**config.mk**
```make
export PLATFORM = sky130hd
export DESIGN_NAME = pixel_buffer_drain
export DESIGN_NICKNAME = d
export VERILOG_FILES = /design/src/rtl/pixel_buffer_drain.sv
export SDC_FILE = /design/constraint.sdc
export NUM_CORES = 1
export LEC_CHECK = 0
export CORE_MARGIN = 8
export CORE_UTILIZATION = 44
export DETAILED_ROUTE_END_ITERATION = 10
export PLACE_DENSITY = 0.65
export SLEW_MARGIN = 20
export SYNTH_ARGS = -nofsm -noshare
export SYNTH_HDL_FRONTEND = slang
export SYNTH_SLANG_ARGS = --single-unit
```
**constraint.sdc**
```tcl
create_clock -name clk -period 4.7 [get_ports clk]
set_input_delay 0.94 -clock clk [delete_from_list [all_inputs] [get_ports clk]]
set_output_delay 0.94 -clock clk [all_outputs]
set_load 0.02 [all_outputs]
```
**src/rtl/pixel_buffer_drain.sv**
```systemverilog
// Pixel-buffer consumer: queues shader entries in a small FIFO and drains them to the
// frame-buffer write port with req/ack, counting pixels per frame. Optional macro: PB_DOUBLE_BUFFER_EN.
module pixel_buffer_drain #(
    parameter int DEPTH        = 8,
    parameter int NUM_PIXELS   = 307200,
    parameter int ADDR_W       = 20,
    parameter int FRAME_STRIDE = 307200
) (
    input  logic              clk,
    input  logic              rst,
    input  logic              pb_we,
    input  logic [42:0]       pb_data_in,
    output logic              pb_full,
    output logic              mem_req,
    output logic [ADDR_W-1:0] mem_addr,
    output logic [23:0]       mem_wdata,
    input  logic              mem_ack,
    output logic              frame_done,
    output logic [ADDR_W-1:0] display_base,
    output logic              overflow
);
    localparam int ID_W    = 19;
    localparam int COLOR_W = 24;
    localparam int ENTRY_W = COLOR_W + ID_W;
    localparam int PTR_W   = (DEPTH > 1) ? $clog2(DEPTH) : 1;
    localparam int CNT_W   = (NUM_PIXELS > 1) ? $clog2(NUM_PIXELS) : 1;
    localparam logic [CNT_W-1:0] LAST_PIXEL = CNT_W'(NUM_PIXELS - 1);
    localparam logic [PTR_W:0]   FULL_COUNT = (PTR_W + 1)'(DEPTH);

    typedef enum logic {IDLE, WRITE} state_t;

    state_t               state_reg, state_next;
    logic [ENTRY_W-1:0]   buf_mem [DEPTH];
    logic [PTR_W-1:0]     wr_ptr_reg, rd_ptr_reg;
    logic [PTR_W:0]       count_reg, count_next;
    logic                 full_reg;
    logic                 overflow_reg;
    logic                 frame_done_reg;
    logic [CNT_W-1:0]     pixel_cnt_reg;
    logic [ADDR_W-1:0]    frame_base;
    logic [ENTRY_W-1:0]   head;
    logic                 push, pop, frame_wrap;

    // pb_full is the registered flag, so a push while full is dropped even if a pop happens
    assign push       = pb_we && !full_reg;
    assign pop        = (state_reg == WRITE) && mem_ack && (count_reg != '0);
    assign frame_wrap = pop && (pixel_cnt_reg == LAST_PIXEL);
    assign head       = buf_mem[rd_ptr_reg];

    always_comb begin
        count_next = count_reg;
        case ({push, pop})
            2'b10:   count_next = count_reg + 1'b1;
            2'b01:   count_next = count_reg - 1'b1;
            default: count_next = count_reg;
        endcase
    end

    // Storage has no reset so it maps onto plain RAM; only the pointers and count are cleared.
    always_ff @(posedge clk) begin
        if (push) begin
            buf_mem[wr_ptr_reg] <= pb_data_in;
        end
    end

    always_ff @(posedge clk or posedge rst) begin
        if (rst) begin
            wr_ptr_reg     <= '0;
            rd_ptr_reg     <= '0;
            count_reg      <= '0;
            full_reg       <= 1'b0;
            overflow_reg   <= 1'b0;
            pixel_cnt_reg  <= '0;
            frame_done_reg <= 1'b0;
        end else begin
            if (push) begin
                wr_ptr_reg <= wr_ptr_reg + 1'b1;
            end
            if (pop) begin
                rd_ptr_reg <= rd_ptr_reg + 1'b1;
            end
            count_reg <= count_next;
            full_reg  <= (count_next == FULL_COUNT);
            if (pb_we && full_reg) begin
                overflow_reg <= 1'b1;
            end
            if (pop) begin
                pixel_cnt_reg <= frame_wrap ? '0 : pixel_cnt_reg + 1'b1;
            end
            frame_done_reg <= frame_wrap;
        end
    end

`ifdef PB_DOUBLE_BUFFER_EN
    logic [ADDR_W-1:0] frame_base_reg;
    logic [ADDR_W-1:0] display_base_reg;

    // Each completed frame flips writing to the other buffer and publishes the finished one.
    always_ff @(posedge clk or posedge rst) begin
        if (rst) begin
            frame_base_reg   <= '0;
            display_base_reg <= '0;
        end else if (frame_wrap) begin
            display_base_reg <= frame_base_reg;
            frame_base_reg   <= (frame_base_reg == '0) ? ADDR_W'(FRAME_STRIDE) : '0;
        end
    end

    assign frame_base   = frame_base_reg;
    assign display_base = display_base_reg;
`else
    assign frame_base   = '0;
    assign display_base = '0;
`endif

    // Drain FSM: state register
    always_ff @(posedge clk or posedge rst) begin
        if (rst) begin
            state_reg <= IDLE;
        end else begin
            state_reg <= state_next;
        end
    end

    // Drain FSM: next state
    always_comb begin
        state_next = state_reg;
        case (state_reg)
            IDLE:    if (count_reg != '0) state_next = WRITE;
            WRITE:   if (pop && (count_next == '0)) state_next = IDLE;
            default: state_next = IDLE;
        endcase
    end

    // Drain FSM: outputs; address/data are forced to 0 outside WRITE so reset clears them too
    always_comb begin
        mem_req   = 1'b0;
        mem_addr  = '0;
        mem_wdata = '0;
        if (state_reg == WRITE) begin
            mem_req   = 1'b1;
            mem_addr  = frame_base + ADDR_W'(head[ID_W-1:0]);
            mem_wdata = head[ENTRY_W-1:ID_W];
        end
    end

    assign pb_full    = full_reg;
    assign overflow   = overflow_reg;
    assign frame_done = frame_done_reg;

endmodule
```
==> impl_table.tex, run 1 <==
\begin{tabular}{lr}
\hline
Metric & Value \\
\hline
\multicolumn{2}{l}{\textbf{Run status}} \\
\quad Status & completed \\
\multicolumn{2}{l}{\textbf{STA}} \\
\quad Max Freq & 252 MHz \\
\quad Hold Vio Cnt, Final & 0 \\
\quad Final number of setup-violating endpoints & 0 \\
\quad Final number of max-transition violations & 0 \\
\quad Worst clock skew on the final layout & 0.0204 ns \\
\quad Worst Tran Pin Value & just over 0.8 ns \\
\quad Relative slew margins & 0.463 \\
\quad Min Tclk post-route & between 3 and 4 ns \\
\quad Setup repair after global routing missed its margin & no \\
\quad Fraction of the cycle the final worst path needs & 0.844 \\
\multicolumn{2}{l}{\textbf{Clock tree}} \\
\quad Number of hold buffers added after CTS & 0 \\
\quad Sink count of the clock tree & 377 \\
\quad Total CTS buffers & 39 \\
\quad Clock latency of the later-clocked register in the worst-skew pair & 0.52 ns \\
\quad CTS tree & yes \\
\quad Setup Fix Bufs, Post-CTS & 0 \\
\quad Clock root buffer & sky130\_fd\_sc\_hd\_\_clkbuf\_16 \\
\quad Clock-pin transition on the worst setup and hold timing paths & 0.06 ns \\
\quad Clock Tree Buf Depth & 3 \\
\quad Total number of H-tree levels & 2 \\
\quad Post\_cts resized & 0 \\
\multicolumn{2}{l}{\textbf{Synth}} \\
\quad Area share of the leading cell type in the synthesized netlist & 0.690 \\
\quad Most area-consuming cells after synthesis & sky130\_fd\_sc\_hd\_\_edfxtp\_1 (69\%), sky130\_fd\_sc\_hd\_\_mux4\_2 (13\%), sky130\_fd\_sc\_hd\_\_dfrtp\_1 (5.5\%) \\
\quad Post-synth EDFFs & 344 \\
\quad Synth Register Bits & 377 \\
\quad Share of flip-flops with an asynchronous set or reset after synthesis & 0.0875 \\
\quad Average footprint of a synthesized cell & 20.7 um2 \\
\quad Dominant cell type by area after synthesis & sky130\_fd\_sc\_hd\_\_edfxtp\_1 \\
\quad Main flop type after synthesis & sky130\_fd\_sc\_hd\_\_edfxtp\_1 \\
\quad Post-synthesis instance area & 15000 um2 \\
\quad Cells after Synth & 723 \\
\quad Synth cell types & 43 \\
\quad List of most frequent post-synthesis cells & sky130\_fd\_sc\_hd\_\_edfxtp\_1 (344), sky130\_fd\_sc\_hd\_\_mux4\_2 (86), sky130\_fd\_sc\_hd\_\_nor2b\_1 (46) \\
\quad Sequential share of the synthesized area & 0.745 \\
\quad Yosys synthesis warning count & 0 \\
\quad Most frequent cell after synthesis & sky130\_fd\_sc\_hd\_\_edfxtp\_1 \\
\multicolumn{2}{l}{\textbf{Detailed routing}} \\
\quad Via Count & 6902 \\
\quad Number of nets with antenna violations after detailed routing & 0 \\
\quad Detailed-routing iteration count for the pre-antenna-repair pass & 5 \\
\quad Via density per instance & roughly 5.2 \\
\quad Iter 0 DRT Violations & about 360 \\
\quad Avg WL per Cell & 21.6 um \\
\quad DRC viols & 0 \\
\quad Routed WL & 28.4 mm \\
\multicolumn{2}{l}{\textbf{GRT}} \\
\quad Maximum number of pins on one net before global-route repair & 44 \\
\quad Vias in the first global route & 7274 \\
\quad Number of antenna violations at the first check in global routing & 0 \\
\quad Congestion Overflow GR & 0 \\
\quad Wire length of the first global-routing pass & 44.1 mm \\
\quad Global-route total usage across every layer & 0.141 \\
\multicolumn{2}{l}{\textbf{Floorplanning}} \\
\quad Std-Cell Core Area & 33500 um2 \\
\quad Width of the chip & roughly 200 um \\
\quad I/O pin cnt & approximately 120 \\
\quad Floorplan die height & 200 um \\
\quad Initial cell density of the core & 0.447 \\
\quad Number of rows created at floorplan & 67 \\
\quad Die area & 40200 um2 \\
\multicolumn{2}{l}{\textbf{Place}} \\
\quad Placed Instance Area & 16500 um2 \\
\quad Weighted congestion reported at the end of routability-driven placement & 0.723 \\
\quad IO Port Bufs & 93 \\
\quad Cell count after placement & approximately 1300 \\
\quad Detailed-placement wirelength estimate & 15.8 mm \\
\multicolumn{2}{l}{\textbf{Hold path}} \\
\quad Hold/Removal Path Class & flop to flop \\
\quad Worst hold stages & 1 \\
\multicolumn{2}{l}{\textbf{Pwr}} \\
\quad IR Drop Worst-Case VDD & 304 uV \\
\quad Cell leakage power & 5.80 nW \\
\quad Power per standard cell area & 638 nW/um2 \\
\multicolumn{2}{l}{\textbf{Critical path}} \\
\quad Critical path class & flop to primary output \\
\quad Category of the worst setup path launch point & flop \\
\quad Critical Path End Type & primary output \\
\quad Required time of the critical path & 3.76 ns \\
\quad Peak fanout along the critical path & 26 \\
\quad Endpoint arrival time on the critical path & just over 3 ns \\
\quad Worst r2r path cells & 11 \\
\multicolumn{2}{l}{\textbf{Final layout}} \\
\quad Number of filler instances in the final layout & around 2600 \\
\quad Non-filler cells, final & roughly 1300 \\
\quad Antenna Diode Count & 0 \\
\quad Largest register FFs & $\sim$340 \\
\quad Area growth from synthesis to layout & 17.3\% \\
\quad Share of post-route cells with drive strength above 1 & 0.198 \\
\quad Nets & 897 \\
\quad Final instance area & between 15000 and 20000 um2 \\
\quad Final cell utilization of the core & 0.524 \\
\multicolumn{2}{l}{\textbf{Run}} \\
\quad Number of max-cap violations & 0 \\
\hline
\end{tabular}
layout make-up:
type | count | area, um2 | area share
clock buffers | 52 | 1020 | 0.0583
clock inverters | 13 | 72.6 | 0.00413
inverters | 4 | 15.0 | 0.000855
multi-input cells | 310 | 3610 | 0.206
flip-flops and latches | 377 | 11200 | 0.636
well taps | 448 | 561 | 0.0319
repair buffers | 112 | 1110 | 0.0633
worst max-delay path: stages, from the launching register on:
cell and delay, ns:
sky130_fd_sc_hd__dfrtp_4 0.77, sky130_fd_sc_hd__buf_12 0.30, sky130_fd_sc_hd__mux4_2 0.52, sky130_fd_sc_hd__mux2i_1 0.24, sky130_fd_sc_hd__nor2b_1 0.08, sky130_fd_sc_hd__clkdlybuf4s50_1 0.55
path summary, 6_finish.rpt:
kind / slack (ns) / start / endpoint
worst max-delay path: 0.73 / rd_ptr_reg[0] / mem_wdata[1]
worst min-delay path: 0.46 / overflow / overflow
worst max register to register: 1.80 / count_reg[1] / pb_full
worst min register to register: 0.46 / overflow / overflow
max in group asynchronous: 3.23 / rst / state_reg
min in group asynchronous: 0.86 / rst / pixel_cnt_reg[15]
routing by layer:
layer  up-vias  global-route usage  part of all wire  wire, um
met5         -                   0                 0         0
met4         0              0.0386             0.019       526
met3        34              0.0320             0.051      1450
met2       157               0.230              0.48     13700
met1      3598               0.190              0.45     12700
li1       3113                   -                 -         -
power by group:
part	switching [mW]	internal, mW	leakage (nW)
sequential	0.396	4.22	3.54
clock	1.19	1.53	0.532
combinational	1.95	1.93	1.73
total	3.53	7.68	5.80
cell usage in the layout (no fill, tap or decap), types with 3 or more instances in the layout:
cell type	count
sky130_fd_sc_hd__nor2_1	9
sky130_fd_sc_hd__clkdlybuf4s50_1	93
sky130_fd_sc_hd__inv_1	4
sky130_fd_sc_hd__mux4_2	86
sky130_fd_sc_hd__nand2_1	12
sky130_fd_sc_hd__nor3b_2	4
sky130_fd_sc_hd__o21ai_0	8
sky130_fd_sc_hd__edfxtp_1	344
sky130_fd_sc_hd__xnor2_1	11
sky130_fd_sc_hd__conb_1	21
sky130_fd_sc_hd__mux2i_1	43
sky130_fd_sc_hd__a21oi_1	3
sky130_fd_sc_hd__xor2_1	10
sky130_fd_sc_hd__nand3_1	6
sky130_fd_sc_hd__buf_12	3
sky130_fd_sc_hd__buf_4	16
sky130_fd_sc_hd__clkinv_1	9
sky130_fd_sc_hd__mux2_2	3
sky130_fd_sc_hd__dfrtp_1	29
sky130_fd_sc_hd__nand4_1	5
sky130_fd_sc_hd__ha_1	6
sky130_fd_sc_hd__clkbuf_1	13
sky130_fd_sc_hd__clkbuf_16	39
sky130_fd_sc_hd__dfrtp_4	3
sky130_fd_sc_hd__nand2b_1	5
sky130_fd_sc_hd__nor2b_1	46
cell families after synthesis:
group / share of synthesized area
AOI/OAI and AO/OA: 0.00944
xor gates and xnor gates: 0.0123
adders and majority gates: 0.00501
buffers and inverters: 0.0220
DFF: 0.745
muxes: 0.160
other: 0.000250
and+or+nand+nor: 0.0458
per-stage QoR:
step | setup TNS [ns] | setup slack (ns) | power, mW | hold WS (ns)
floorplan | -88.29 | -0.442 | 7.11 | 0.439
global placement | 0 | 1.12 | 8.65 | 0.447
detailed placement | 0 | 1.08 | 8.68 | 0.452
CTS | 0 | 0.647 | 11.4 | 0.465
global route | 0 | 0.561 | 11.8 | 0.482
finish | 0 | 0.732 | 11.2 | 0.459
(Power assumes the default switching activity.)
==> run 2, diff against run 1 <==
PLACE_DENSITY = not set   (was 0.65)
clock period = 3.9 ns   (was 4.7 ns; I/O delays follow)
==> run 2 against run 1 <==
Effect of this change: wire length grew 7.4%; core utilization rose by 0.78 points; flip-flop and latch count unchanged; cell count rose by 1.4%; sequential share of layout area fell by 0.93 points; final area is 1.5% higher.
==> impl_table.tex, run 2 (synthesis results as in run 1) <==
\begin{tabular}{lr}
\hline
Metric & Value \\
\hline
\multicolumn{2}{l}{\textbf{STA}} \\
\quad Relative slew margins & 0.457 (-0.00580) \\
\quad Final number of max-transition violations & 0 (unchanged) \\
\quad Min Tclk post-route & 3.61 ns \\
\quad Final number of setup-violating endpoints & 0 (unchanged) \\
\quad Worst Tran Pin Value & 0.814 ns (+0.00780 ns) \\
\quad Hold Vio Cnt, Final & 0 (unchanged) \\
\quad Worst clock skew on the final layout & 0.0101 ns (-0.0102 ns) \\
\quad Fraction of the cycle the final worst path needs & 0.925 \\
\quad Setup repair after global routing missed its margin & no \\
\quad Max Freq & 277 MHz \\
\multicolumn{2}{l}{\textbf{Place}} \\
\quad Detailed-placement wirelength estimate & 17.7 mm (+12\%) \\
\quad Placed Instance Area & 16600 um2 (+0.61\%) \\
\quad Weighted congestion reported at the end of routability-driven placement & 0.740 (+2.3\%) \\
\quad IO Port Bufs & 93 (unchanged) \\
\multicolumn{2}{l}{\textbf{Final layout}} \\
\quad Leading cell type in the layout, fill and taps excluded & sky130\_fd\_sc\_hd\_\_edfxtp\_1 \\
\quad Share of post-route cells with drive strength above 1 & 0.217 (+0.0185) \\
\quad Area growth from synthesis to layout & 19.0\% \\
\quad Largest register FFs & 344 (unchanged) \\
\quad Most used cells in the layout excluding fill and tap cells & sky130\_fd\_sc\_hd\_\_edfxtp\_1 (344), sky130\_fd\_sc\_hd\_\_clkdlybuf4s50\_1 (93), sky130\_fd\_sc\_hd\_\_mux4\_2 (86) \\
\quad Nets & 909 (+1.3\%) \\
\quad Final instance area & 17800 um2 (+1.5\%) \\
\multicolumn{2}{l}{\textbf{Critical path}} \\
\quad Required time of the critical path & 3.12 ns (-0.64 ns) \\
\quad Critical path class & flop to primary output \\
\quad Category of the worst setup path launch point & flop \\
\quad Worst r2r path cells & 11 (unchanged) \\
\quad Critical Path End Type & primary output \\
\quad Endpoint arrival time on the critical path & 2.83 ns (-0.20 ns) \\
\quad Peak fanout along the critical path & 20 (-23\%) \\
\multicolumn{2}{l}{\textbf{Pwr}} \\
\quad Cell leakage power & 5.93 nW (+2.3\%) \\
\quad IR Drop Worst-Case VDD & 414 uV (+36\%) \\
\quad Power per standard cell area & 782 nW/um2 (+23\%) \\
\quad Total chip power & 13.9 mW (+24\%) \\
\multicolumn{2}{l}{\textbf{Floorplanning}} \\
\quad Std-Cell Core Area & 33500 um2 (unchanged) \\
\quad Initial cell density of the core & 0.447 (unchanged) \\
\quad Die area & 40200 um2 (unchanged) \\
\quad Floorplan die height & 200 um (unchanged) \\
\quad Number of rows created at floorplan & 67 (unchanged) \\
\quad I/O pin cnt & 115 (unchanged) \\
\quad Width of the chip & 200 um (unchanged) \\
\multicolumn{2}{l}{\textbf{Clock tree}} \\
\quad Sink count of the clock tree & 377 (unchanged) \\
\quad Clock Tree Buf Depth & 3 (unchanged) \\
\quad Clock-pin transition on the worst setup and hold timing paths & 0.06 ns (about the same) \\
\quad Clock root buffer & sky130\_fd\_sc\_hd\_\_clkbuf\_16 \\
\quad Clock latency of the later-clocked register in the worst-skew pair & 0.51 ns (about the same) \\
\quad Total CTS buffers & 40 (+2.6\%) \\
\quad Post\_cts resized & 0 (unchanged) \\
\quad CTS tree & yes \\
\quad Total number of H-tree levels & 2 (unchanged) \\
\multicolumn{2}{l}{\textbf{Detailed routing}} \\
\quad Iter 0 DRT Violations & 480 (+34\%) \\
\quad Via Count & 7108 (+3.0\%) \\
\quad Number of nets with antenna violations after detailed routing & 0 (unchanged) \\
\quad Via density per instance & 5.32 (+1.5\%) \\
\quad Avg WL per Cell & 22.9 um (+5.9\%) \\
\quad DRC viols & 0 (unchanged) \\
\quad Detailed-routing iteration count for the pre-antenna-repair pass & 4 (-1) \\
\quad Routed WL & 30.5 mm (+7.4\%) \\
\multicolumn{2}{l}{\textbf{GRT}} \\
\quad Wire length of the first global-routing pass & 47.2 mm (+6.9\%) \\
\quad Congestion Overflow GR & 0 (unchanged) \\
\quad Vias in the first global route & 7791 (+7.1\%) \\
\quad Global-route total usage across every layer & 0.151 (+0.00988) \\
\quad Maximum number of pins on one net before global-route repair & 35 (-20\%) \\
\quad Number of antenna violations at the first check in global routing & 1 (+1) \\
\multicolumn{2}{l}{\textbf{Hold path}} \\
\quad Worst hold stages & 1 (unchanged) \\
\quad Hold/Removal Path Class & flop to flop \\
\multicolumn{2}{l}{\textbf{Run status}} \\
\quad Status & completed \\
\multicolumn{2}{l}{\textbf{Run}} \\
\quad Number of max-cap violations & 0 (unchanged) \\
\hline
\end{tabular}
[run 2: where the power goes]
group	total, mW	internal [mW]	switching (mW)
logic	4.86	2.41	2.45
registers	5.54	5.09	0.457
clock network	3.53	2.08	1.46
total	13.9	9.57	4.37
[run 2: repair_timing]
action	in CTS	in global routing
hold buffers	0	0
setup endpoints to repair	0	9
setup buffers	0	1
[run 2: worst max-delay path, stage by stage, from the launching register on]
cell and delay [ns]:
sky130_fd_sc_hd__dfrtp_4 0.68, sky130_fd_sc_hd__buf_12 0.27, sky130_fd_sc_hd__mux4_2 0.52, sky130_fd_sc_hd__mux2i_1 0.22, sky130_fd_sc_hd__nor2b_1 0.08, sky130_fd_sc_hd__clkdlybuf4s50_1 0.54
[run 2: final timing paths]
path / start / end / slack, ns
max: rd_ptr_reg[0] / mem_wdata[17] / 0.29
min in group asynchronous: rst / overflow / 0.73
min reg2reg: overflow / overflow / 0.45
max reg2reg: count_reg[1] / pb_full / 0.99
max in group asynchronous: rst / pixel_cnt_reg[7] / 2.46
min: overflow / overflow / 0.45
[run 2: metrics by stage]
stage / hold slack (ns) / utilization / setup WS, ns / setup TNS [ns] / cells
floorplan: 0.439 / - / -1.08 / -253.41 / 743
global placement: 0.443 / 0.494 / 0.620 / 0 / 1261
detailed placement: 0.444 / 0.494 / 0.602 / 0 / 1261
CTS: 0.456 / 0.531 / 0.0490 / 0 / 1333
global route: 0.489 / 0.531 / 0.131 / 0 / 1334
finish: 0.451 / 0.532 / 0.291 / 0 / 1335
[run 2: routing by layer]
metal  global-route usage  wire [um]
met1                0.194      13000
met2                0.260      15500
met3               0.0310       1560
met4               0.0384        478
met5                    0          0
[run 2: final cells by class]
cell class,instances,area [um2]
antenna,1,2.50
clock buffer,52,1080
clock inverter,20,150
fill,2622,15700
inverter,4,15.0
multi-input combinational,310,3610
sequential,377,11200
tap,448,561
timing repair buffer,123,1240
